File: config.mk
export PLATFORM = sky130hd
export DESIGN_NAME = multdiv_issue_ctrl_flat
export DESIGN_NICKNAME = d
export VERILOG_FILES = /design/src/rtl/multdiv_issue_ctrl_if.sv /design/src/rtl/multdiv_issue_ctrl.sv /design/src/flat_wrapper.sv
export SDC_FILE = /design/constraint.sdc
export NUM_CORES = 1
export LEC_CHECK = 0
export CORE_UTILIZATION = 41
export DETAILED_ROUTE_END_ITERATION = 8
export GPL_TIMING_DRIVEN = 0
export PLACE_DENSITY = 0.84
export SYNTH_ARGS = -nofsm -noshare
export SYNTH_HDL_FRONTEND = slang
export SYNTH_SLANG_ARGS = --single-unit
File: constraint.sdc
create_clock -name clock -period 2.2 [get_ports clock]
set_input_delay 0.44 -clock clock [delete_from_list [all_inputs] [get_ports clock]]
set_output_delay 0.44 -clock clock [all_outputs]
set_load 0.02 [all_outputs]
File: src/rtl/multdiv_issue_ctrl_if.sv
`default_nettype none
// +----------------------------------------------------------------------------+
// | multdiv_issue_ctrl_if                                                      |
// | Issue, multdiv-unit and writeback signals of the multdiv issue controller. |
// | Revision: 1.0                                                              |
// +----------------------------------------------------------------------------+
interface multdiv_issue_ctrl_if;
    logic        issue_valid;
    logic        issue_mult;
    logic        issue_div;
    logic [31:0] issue_opA;
    logic [31:0] issue_opB;
    logic [4:0]  issue_rd;
    logic        flush;
    logic        stall;
    logic        issue_err;
    logic [31:0] md_operandA;
    logic [31:0] md_operandB;
    logic        md_ctrl_MULT;
    logic        md_ctrl_DIV;
    logic [31:0] md_result;
    logic        md_exception;
    logic        md_resultRDY;
    logic        wb_valid;
    logic        wb_ready;
    logic [31:0] wb_data;
    logic [4:0]  wb_rd;
    logic        wb_exception;
    logic        wb_timeout;

    // Controller side
    modport slave (
        input  issue_valid, issue_mult, issue_div, issue_opA, issue_opB, issue_rd,
        input  flush, md_result, md_exception, md_resultRDY, wb_ready,
        output stall, issue_err, md_operandA, md_operandB, md_ctrl_MULT, md_ctrl_DIV,
        output wb_valid, wb_data, wb_rd, wb_exception, wb_timeout
    );

    // Pipeline / multdiv / writeback side
    modport master (
        output issue_valid, issue_mult, issue_div, issue_opA, issue_opB, issue_rd,
        output flush, md_result, md_exception, md_resultRDY, wb_ready,
        input  stall, issue_err, md_operandA, md_operandB, md_ctrl_MULT, md_ctrl_DIV,
        input  wb_valid, wb_data, wb_rd, wb_exception, wb_timeout
    );
endinterface
`default_nettype wire

File: src/rtl/multdiv_issue_ctrl.sv
`default_nettype none
// +----------------------------------------------------------------------------+
// | multdiv_issue_ctrl                                                         |
// | Sequences one MULT/DIV through the shared multdiv unit and hands the       |
// | result to writeback; flush and watchdog aware.                             |
// | Revision: 1.0                                                              |
// +----------------------------------------------------------------------------+
module multdiv_issue_ctrl #(
    parameter int TIMEOUT = 64,
    parameter int CNT_W   = 7
) (
    input  wire logic            clock,
    input  wire logic            reset,
    multdiv_issue_ctrl_if.slave  bus
);

    typedef enum logic [2:0] {
        S_IDLE  = 3'd0,
        S_START = 3'd1,
        S_BUSY  = 3'd2,
        S_DONE  = 3'd3,
        S_DRAIN = 3'd4
    } state_t;

    localparam logic [CNT_W-1:0] c_CNT_LAST = CNT_W'(TIMEOUT - 1);

    state_t           r_state;
    logic [CNT_W-1:0] r_cnt;
    logic [4:0]       r_rd;
    logic             w_expired;
    logic             w_handshake;

    assign w_expired   = (r_cnt == c_CNT_LAST);
    assign w_handshake = bus.wb_ready & ~bus.flush;

    // Stall releases in the handshake cycle itself; in DRAIN it only holds back a new issue.
    assign bus.stall = (r_state == S_START) || (r_state == S_BUSY)
                    || ((r_state == S_DONE) && !w_handshake)
                    || ((r_state == S_DRAIN) && bus.issue_valid);

    always_ff @(posedge clock) begin
        if (reset) begin
            r_state          <= S_IDLE;
            r_cnt            <= '0;
            r_rd             <= '0;
            bus.issue_err    <= 1'b0;
            bus.md_operandA  <= '0;
            bus.md_operandB  <= '0;
            bus.md_ctrl_MULT <= 1'b0;
            bus.md_ctrl_DIV  <= 1'b0;
            bus.wb_valid     <= 1'b0;
            bus.wb_data      <= '0;
            bus.wb_rd        <= '0;
            bus.wb_exception <= 1'b0;
            bus.wb_timeout   <= 1'b0;
        end else begin
            bus.issue_err    <= 1'b0;
            bus.md_ctrl_MULT <= 1'b0;
            bus.md_ctrl_DIV  <= 1'b0;
            case (r_state)
                S_IDLE: begin
                    if (bus.issue_valid) begin
                        if (bus.issue_mult && bus.issue_div) begin
                            bus.issue_err <= 1'b1;
                        end else if ((bus.issue_mult ^ bus.issue_div) && !bus.flush) begin
                            bus.md_operandA  <= bus.issue_opA;
                            bus.md_operandB  <= bus.issue_opB;
                            r_rd             <= bus.issue_rd;
                            bus.md_ctrl_MULT <= bus.issue_mult;
                            bus.md_ctrl_DIV  <= bus.issue_div;
                            r_state          <= S_START;
                        end
                    end
                end
                S_START: begin
                    r_cnt   <= '0;
                    r_state <= bus.flush ? S_DRAIN : S_BUSY;
                end
                S_BUSY: begin
                    r_cnt <= r_cnt + 1'b1;
                    if (bus.flush) begin
                        // The unit cannot be aborted; wait it out unless it finishes now.
                        r_state <= (bus.md_resultRDY || w_expired) ? S_IDLE : S_DRAIN;
                    end else if (bus.md_resultRDY) begin
                        bus.wb_data      <= bus.md_result;
                        bus.wb_exception <= bus.md_exception;
                        bus.wb_timeout   <= 1'b0;
                        bus.wb_rd        <= r_rd;
                        bus.wb_valid     <= 1'b1;
                        r_state          <= S_DONE;
                    end else if (w_expired) begin
                        bus.wb_data      <= '0;
                        bus.wb_exception <= 1'b1;
                        bus.wb_timeout   <= 1'b1;
                        bus.wb_rd        <= r_rd;
                        bus.wb_valid     <= 1'b1;
                        r_state          <= S_DONE;
                    end
                end
                S_DONE: begin
                    if (bus.flush || bus.wb_ready) begin
                        bus.wb_valid <= 1'b0;
                        r_state      <= S_IDLE;
                    end
                end
                S_DRAIN: begin
                    r_cnt <= r_cnt + 1'b1;
                    if (bus.md_resultRDY || w_expired) begin
                        r_state <= S_IDLE;
                    end
                end
                default: r_state <= S_IDLE;
            endcase
        end
    end

endmodule
`default_nettype wire

File: src/flat_wrapper.sv
// flat-port wrapper written by rule: the top's interface ports become plain ports
module multdiv_issue_ctrl_flat 
#(
    parameter int TIMEOUT = 64,
    parameter int CNT_W   = 7
)
  (clock, reset, bus_issue_valid, bus_issue_mult, bus_issue_div, bus_issue_opA, bus_issue_opB, bus_issue_rd, bus_flush, bus_md_result, bus_md_exception, bus_md_resultRDY, bus_wb_ready, bus_stall, bus_issue_err, bus_md_operandA, bus_md_operandB, bus_md_ctrl_MULT, bus_md_ctrl_DIV, bus_wb_valid, bus_wb_data, bus_wb_rd, bus_wb_exception, bus_wb_timeout);
  multdiv_issue_ctrl_if bus_i ();
  input  wire logic clock;
  input  wire logic reset;
  input wire logic [$bits(bus_i.issue_valid)-1:0] bus_issue_valid;
  input wire logic [$bits(bus_i.issue_mult)-1:0] bus_issue_mult;
  input wire logic [$bits(bus_i.issue_div)-1:0] bus_issue_div;
  input wire logic [$bits(bus_i.issue_opA)-1:0] bus_issue_opA;
  input wire logic [$bits(bus_i.issue_opB)-1:0] bus_issue_opB;
  input wire logic [$bits(bus_i.issue_rd)-1:0] bus_issue_rd;
  input wire logic [$bits(bus_i.flush)-1:0] bus_flush;
  input wire logic [$bits(bus_i.md_result)-1:0] bus_md_result;
  input wire logic [$bits(bus_i.md_exception)-1:0] bus_md_exception;
  input wire logic [$bits(bus_i.md_resultRDY)-1:0] bus_md_resultRDY;
  input wire logic [$bits(bus_i.wb_ready)-1:0] bus_wb_ready;
  output wire logic [$bits(bus_i.stall)-1:0] bus_stall;
  output wire logic [$bits(bus_i.issue_err)-1:0] bus_issue_err;
  output wire logic [$bits(bus_i.md_operandA)-1:0] bus_md_operandA;
  output wire logic [$bits(bus_i.md_operandB)-1:0] bus_md_operandB;
  output wire logic [$bits(bus_i.md_ctrl_MULT)-1:0] bus_md_ctrl_MULT;
  output wire logic [$bits(bus_i.md_ctrl_DIV)-1:0] bus_md_ctrl_DIV;
  output wire logic [$bits(bus_i.wb_valid)-1:0] bus_wb_valid;
  output wire logic [$bits(bus_i.wb_data)-1:0] bus_wb_data;
  output wire logic [$bits(bus_i.wb_rd)-1:0] bus_wb_rd;
  output wire logic [$bits(bus_i.wb_exception)-1:0] bus_wb_exception;
  output wire logic [$bits(bus_i.wb_timeout)-1:0] bus_wb_timeout;
  assign bus_i.issue_valid = bus_issue_valid;
  assign bus_i.issue_mult = bus_issue_mult;
  assign bus_i.issue_div = bus_issue_div;
  assign bus_i.issue_opA = bus_issue_opA;
  assign bus_i.issue_opB = bus_issue_opB;
  assign bus_i.issue_rd = bus_issue_rd;
  assign bus_i.flush = bus_flush;
  assign bus_i.md_result = bus_md_result;
  assign bus_i.md_exception = bus_md_exception;
  assign bus_i.md_resultRDY = bus_md_resultRDY;
  assign bus_i.wb_ready = bus_wb_ready;
  assign bus_stall = bus_i.stall;
  assign bus_issue_err = bus_i.issue_err;
  assign bus_md_operandA = bus_i.md_operandA;
  assign bus_md_operandB = bus_i.md_operandB;
  assign bus_md_ctrl_MULT = bus_i.md_ctrl_MULT;
  assign bus_md_ctrl_DIV = bus_i.md_ctrl_DIV;
  assign bus_wb_valid = bus_i.wb_valid;
  assign bus_wb_data = bus_i.wb_data;
  assign bus_wb_rd = bus_i.wb_rd;
  assign bus_wb_exception = bus_i.wb_exception;
  assign bus_wb_timeout = bus_i.wb_timeout;
  multdiv_issue_ctrl #(.TIMEOUT(TIMEOUT), .CNT_W(CNT_W)) u_core (.clock(clock), .reset(reset), .bus(bus_i));
endmodule
After elaboration in Yosys (flattened, before gate mapping):

Cells that the tools add are included.

* add/sub/neg operators: 1
* multiplexer cells: 24
* bitwise gates (word level): 7
* reduce and logical (&&, ||, !) cells: 22
* equal/unequal tests: 13

Operators with widths (number)
* $mux 32: 2
* $mux 3: 10
* $pmux 3 s5: 1
* $pmux 7 s2: 1
* $mux 5: 2
* $ne 2x2->1 const B: 5
* $reduce_and 4->1: 2
* $add 7x1->7 const B: 1
* $eq 7x6->1 const B: 1
* $mux 1: 7
* $eq 3x2->1 const B: 2
* $reduce_and 6->1: 1
* $reduce_bool 2->1: 3
* $logic_or 1x1->1: 5
* $not 1->1: 5
* $reduce_or 5->1: 1
* $logic_and 1x1->1: 4
* $ne 4x3->1 const B: 1
* $eq 3x1->1 const B: 1
* $eq 3x3->1 const B: 1
* $logic_not 3->1: 1
* $ne 3x2->1 const B: 1
* $reduce_and 3->1: 1
* $reduce_or 3->1: 1
* 6 further kinds: 7

* bits of input ports: 110
* flip-flop bits (word level): 122
* word-level logic and storage cells: 80
* output and inout port bits: 108

Logic depth before layout (Yosys ltp):

* depth in word-level cells: 6
* depth in mapped cells: 7
* mapped depth without buffers: 5

Least setup slack after synthesis:

OpenSTA, ideal clock, no wires.

* path type: register to output
* start point: reg u_core.r_state[0]
* end point: out bus_stall
* required time: 1.760 ns
* arrival: 1.310 ns
* path buffers: 2
* stages on the path, launching flop included: 6
* slack: 0.450 ns
* path through: dfxtp_1 -> buf_6 -> clkbuf_1 -> nor2b_1 -> a21oi_1 -> o22ai_1

* cells in the longest elaborated chain, start to end: 4
* elaborated cells between the ends (all ways): 9
* those cells by class: eq/ne (4); reduce/logical (5)

RTL lines
* start: declaration: RTL line multdiv_issue_ctrl.sv:27 `state_t r_state;`
* start signal: assignment: RTL line multdiv_issue_ctrl.sv:77 `r_state <= bus.flush ? S_DRAIN : S_BUSY;`
* start signal: assignment: RTL line multdiv_issue_ctrl.sv:83 `r_state <= (bus.md_resultRDY || w_expired) ? S_IDLE : S_DRAIN;`
* $eq 3x1->1 (tied with other cells): RTL line multdiv_issue_ctrl.sv:37 `assign bus.stall = (r_state == S_START) || (r_state == S_BUSY)`
* $logic_or 1x1->1 / $logic_and 1x1->1 (equally long branches): RTL line multdiv_issue_ctrl.sv:37, multdiv_issue_ctrl.sv:38
* $logic_or 1x1->1: RTL line multdiv_issue_ctrl.sv:38 `|| ((r_state == S_DONE) && !w_handshake)`
* $logic_or 1x1->1 (*): RTL line multdiv_issue_ctrl.sv:39 `|| ((r_state == S_DRAIN) && bus.issue_valid);`
* end: declaration: RTL line flat_wrapper.sv:22 `output wire logic [$bits(bus_i.stall)-1:0] bus_stall;`

Every way passes the cells marked *; elsewhere a longest branch is shown, timed or not.

Worst setup path after layout:

* start point: reg u_core.r_state[2]
* end point: out bus_stall

The elaborated chain is that of the path after synthesis.

==> results.env <==
RUN_STATUS='finished, final reports clean'
POSTLAYOUTCOREUTIL=0.700
SYNTH-EDFF-COUNT=0
INSERTION_DELAY_TO_THE_LATER_SINK_OF_THE_WORST_SKEW_PAIR_NS=0.41
FINAL.SETUP_SKEW_NS=0.00428
NETLIST_INSTANCES=590
INITIAL_ANTENNA_VIOLATION_COUNT=0
R2R-START='u_core.r_cnt[0]'
DETAILED_PLACE_HPWL_UM=11300
INITIAL_CORE_UTIL=0.429
TOTAL_NETS_FINAL=937
DETAIL_ROUTE.ITER0.VIOLATIONS=221
NETLIST_TOP_CELLS_AREA='sky130_fd_sc_hd__dfxtp_1 51%, sky130_fd_sc_hd__nand2_1 14%, sky130_fd_sc_hd__a21oi_1 12%, sky130_fd_sc_hd__o21ai_0 3.1%, sky130_fd_sc_hd__clkbuf_1 2.2%'
GRT_FIRST_PASS_WIRELENGTH_UM=23100
SYNTH_TOP_FLOP_CELL='sky130_fd_sc_hd__dfxtp_1'
VIAS=5091
DIE_AREA_UM2=12000
POSTSYNTHREGISTERBITS=122
TIMING_HOLD_VIOLATIONS_FINAL=0
IO_BUFFERS=216
PLACER_S_FINAL_ROUTABILITY_CONGESTION_ESTIMATE=0.835
MAX-SLEW-MARGIN-REL=0.621
SYNTH.TOP_CELL.AREA_SHARE=0.514
ASYNCSETRESETFLOPFRACSYNTH=0
POSTSYNTHNETCOUNT=702
CLOCK_TREE.BUFFER_DEPTH=2
DRT.ANTENNA.VIOLATING_NETS=0
POSTROUTEWIRELENGTH_UM=15200
GR-TOTAL-OVERFLOW=0
WORST_EP_REQUIRED_TIME_NS=1.76
MAXCAPVIOLCOUNT=0
GRT_PASS1_VIAS=4918
PEAKVDDDROP_uV=553
PIN_COUNT_OF_THE_BIGGEST_NET_ENTERING_GLOBAL_ROUTING=17
CELLLEAKAGEPOWER_nW=2.71
CTS_BUFFERS=17
WIRE_PER_INST_UM=15.5
WORST-R2R-SETUP-SLACK_NS=0.18
REG2REG_DEPTH=6
DRIVE_GT1_FRAC=0.0752
POST_CTS_SETUP_BUFFER_COUNT=0
TOP_LEVEL_PORTS=218
WORSTHOLDENDPOINT='u_core.r_state[2]'
MIN-DELAY-PATH-CLASS='input pin to flop'
MIN_PERIOD_OVER_PERIOD=0.962
CRIT_PATH_MAX_FANOUT=10
YOSYS.CELL_TYPES.COUNT=52
MOSTFREQUENTLAYOUTCELLS='215 x sky130_fd_sc_hd__clkdlybuf4s50_1, 177 x sky130_fd_sc_hd__nand2_1, 122 x sky130_fd_sc_hd__dfxtp_1'
REGTOREGENDPOINT='u_core.bus.wb_data[7]'
SYNTH_AREA_UM2=4750
TIMING.FINAL.MAX_SLEW_VIOLATIONS=0
PLACEMENTROWS=38
HOLDCRITSTARTPOINT='bus_flush'
DETAILEDROUTE.FIRSTPASSITERATIONCOUNT=5
WORST-ENDPOINT-ARRIVAL_NS=1.68
CLOCKROOTBUFFER='sky130_fd_sc_hd__clkbuf_16'
YOSYSWARNINGCOUNT=0
FINALCRITICALPERIOD_NS=2.12
CTS_RESIZED=11
HOLD_PATH_DEPTH=3
SETUP_REPAIR_AFTER_GLOBAL_ROUTING_MISSED_ITS_MARGIN='false'
MOSTFREQUENTLAYOUTCELL='sky130_fd_sc_hd__clkdlybuf4s50_1'
FMAXACHIEVABLE_MHz=472
FP.COREAREA_UM2=11100
DIE-WIDTH_UM=110
ANTENNA-DIODE-COUNT=0
POST_DRT_VIA_CELL_RATIO=5.21
HOLD-WORST-SLACK_NS=0.431
SETUP_VIOL=0
POST-ROUTE-WORST-SETUP-SLACK_NS=0.0828
CRIT_PATH_END_KIND='primary output'
POST-PLACE-WS_NS=-0.320
H-TREE-DEPTH=4
FP.DIEH_UM=110
SETUP.WORST_PATH.START_CLASS='flop'
CTS_TREE='built'
HOLD_FIX_BUFFER_COUNT_AFTER_CTS=0
MEAN_CELL_AREA_OF_THE_MAPPED_NETLIST_UM2=8.05
SYNTH_AREA_LEADER_CELL='sky130_fd_sc_hd__dfxtp_1'
DETAIL_ROUTE.DRC_VIOLATIONS=0
LAYOUT-AREA-OVERHEAD-VS-SYNTH_PCT=63.1
WORST_PIN_SLEW_NS=0.569
CLKTRANSATPATHREGS_NS=0.05
OVERALL_GLOBAL_ROUTING_USAGE=0.252
CLKSINKCOUNT=122
SYNTH_SEQ_AREA_SHARE=0.514
POWER_DENSITY_nW_PER_UM2=753
SETUP.WORST_PATH.CLASS='flop to primary output'
flip-flops by register name, indices dropped and copies added, names as in the netlist:
name,cells
u_core.r_cnt,7
u_core.r_rd,5
u_core.bus.wb_data,32
u_core.bus.wb_timeout,1
u_core.bus.wb_rd,5
u_core.bus.issue_err,1
u_core.bus.md_operandB,32
u_core.bus.wb_exception,1
u_core.bus.md_ctrl_MULT,1
u_core.r_state,3
u_core.bus.md_operandA,32
u_core.bus.md_ctrl_DIV,1
u_core.bus.wb_valid,1
worst max-delay path by stage:
stage	to	slack, ns	from
finish	bus_stall	0.08	u_core.r_state[2]
global route	u_core.bus.wb_data[6]	0.007	u_core.r_cnt[0]
CTS	bus_stall	0.09	u_core.r_state[0]
detailed placement	u_core.bus.md_operandA[28]	-0.32	reset
global placement	u_core.bus.md_operandA[26]	-0.32	reset
floorplan	bus_stall	0.45	u_core.r_state[0]
critical path, stage by stage, from the launching register on:
cell	delay (ns)
sky130_fd_sc_hd__dfxtp_1	0.45
sky130_fd_sc_hd__clkbuf_2	0.27
sky130_fd_sc_hd__buf_2	0.26
sky130_fd_sc_hd__o22ai_1	0.13
sky130_fd_sc_hd__buf_4	0.17
cell families after synthesis:
family | share of synthesized area
compound gates | 0.216
mux | 0.00211
buf+inv | 0.0608
simple gates | 0.200
flops | 0.514
fa+ha+maj | 0.00527
xor+xnor | 0.00184
per-layer routing:
layer / GRT usage / up-vias / share of wire
met1: 0.272 / 2340 / 0.39
li1: - / 2478 / -
met4: 0.118 / 0 / 0.023
met2: 0.442 / 242 / 0.49
met3: 0.0883 / 31 / 0.091
met5: 0 / - / 0
cells in the mapped netlist, types with 2 or more instances:
cell type                  instances
sky130_fd_sc_hd__ha_1              2
sky130_fd_sc_hd__and3_1            4
sky130_fd_sc_hd__nor2_1            7
sky130_fd_sc_hd__o221ai_1          3
sky130_fd_sc_hd__a21oi_1         115
sky130_fd_sc_hd__o22ai_1           3
sky130_fd_sc_hd__nor2b_1           5
sky130_fd_sc_hd__o21ai_0          29
sky130_fd_sc_hd__inv_1             4
sky130_fd_sc_hd__or2_2             2
sky130_fd_sc_hd__a21o_1            2
sky130_fd_sc_hd__nand2_1         177
sky130_fd_sc_hd__o21ai_1          14
sky130_fd_sc_hd__a211oi_1          4
sky130_fd_sc_hd__nand3b_1          2
sky130_fd_sc_hd__clkbuf_1         28
sky130_fd_sc_hd__a31oi_1           3
sky130_fd_sc_hd__dfxtp_1         122
sky130_fd_sc_hd__o211ai_1          2
sky130_fd_sc_hd__buf_12            4
sky130_fd_sc_hd__nand3_1           8
sky130_fd_sc_hd__buf_2            13
sky130_fd_sc_hd__nand2b_1          3
sky130_fd_sc_hd__nor3_1            5
sky130_fd_sc_hd__nand4_1           2
through the flow:
step,instance area (um2),total power [W],std cells,setup TNS [ns]
global placement,7090,0.00288,946,-23.40
floorplan,4750,0.00255,590,0
global route,7750,0.00602,978,0
detailed placement,7090,0.00289,946,-23.78
finish,7750,0.00583,978,0
CTS,7750,0.00587,978,0
layout make-up:
class                      count  area [um2]
sequential                   122        2440
timing repair buffer         216        2160
tap                          140         175
inverter                       5        18.8
buffer                        48         280
clock inverter                11         166
multi-input combinational    415        2030
fill                         879        3330
clock buffer                  21         480
report_power, final:
group	switching, W	internal, W	total, W
clock network	0.000970	0.00201	0.00298
registers	0.0000273	0.00226	0.00229
logic	0.000262	0.000303	0.000565
total	0.00126	0.00457	0.00583
Power figures use the tool's default switching activity.
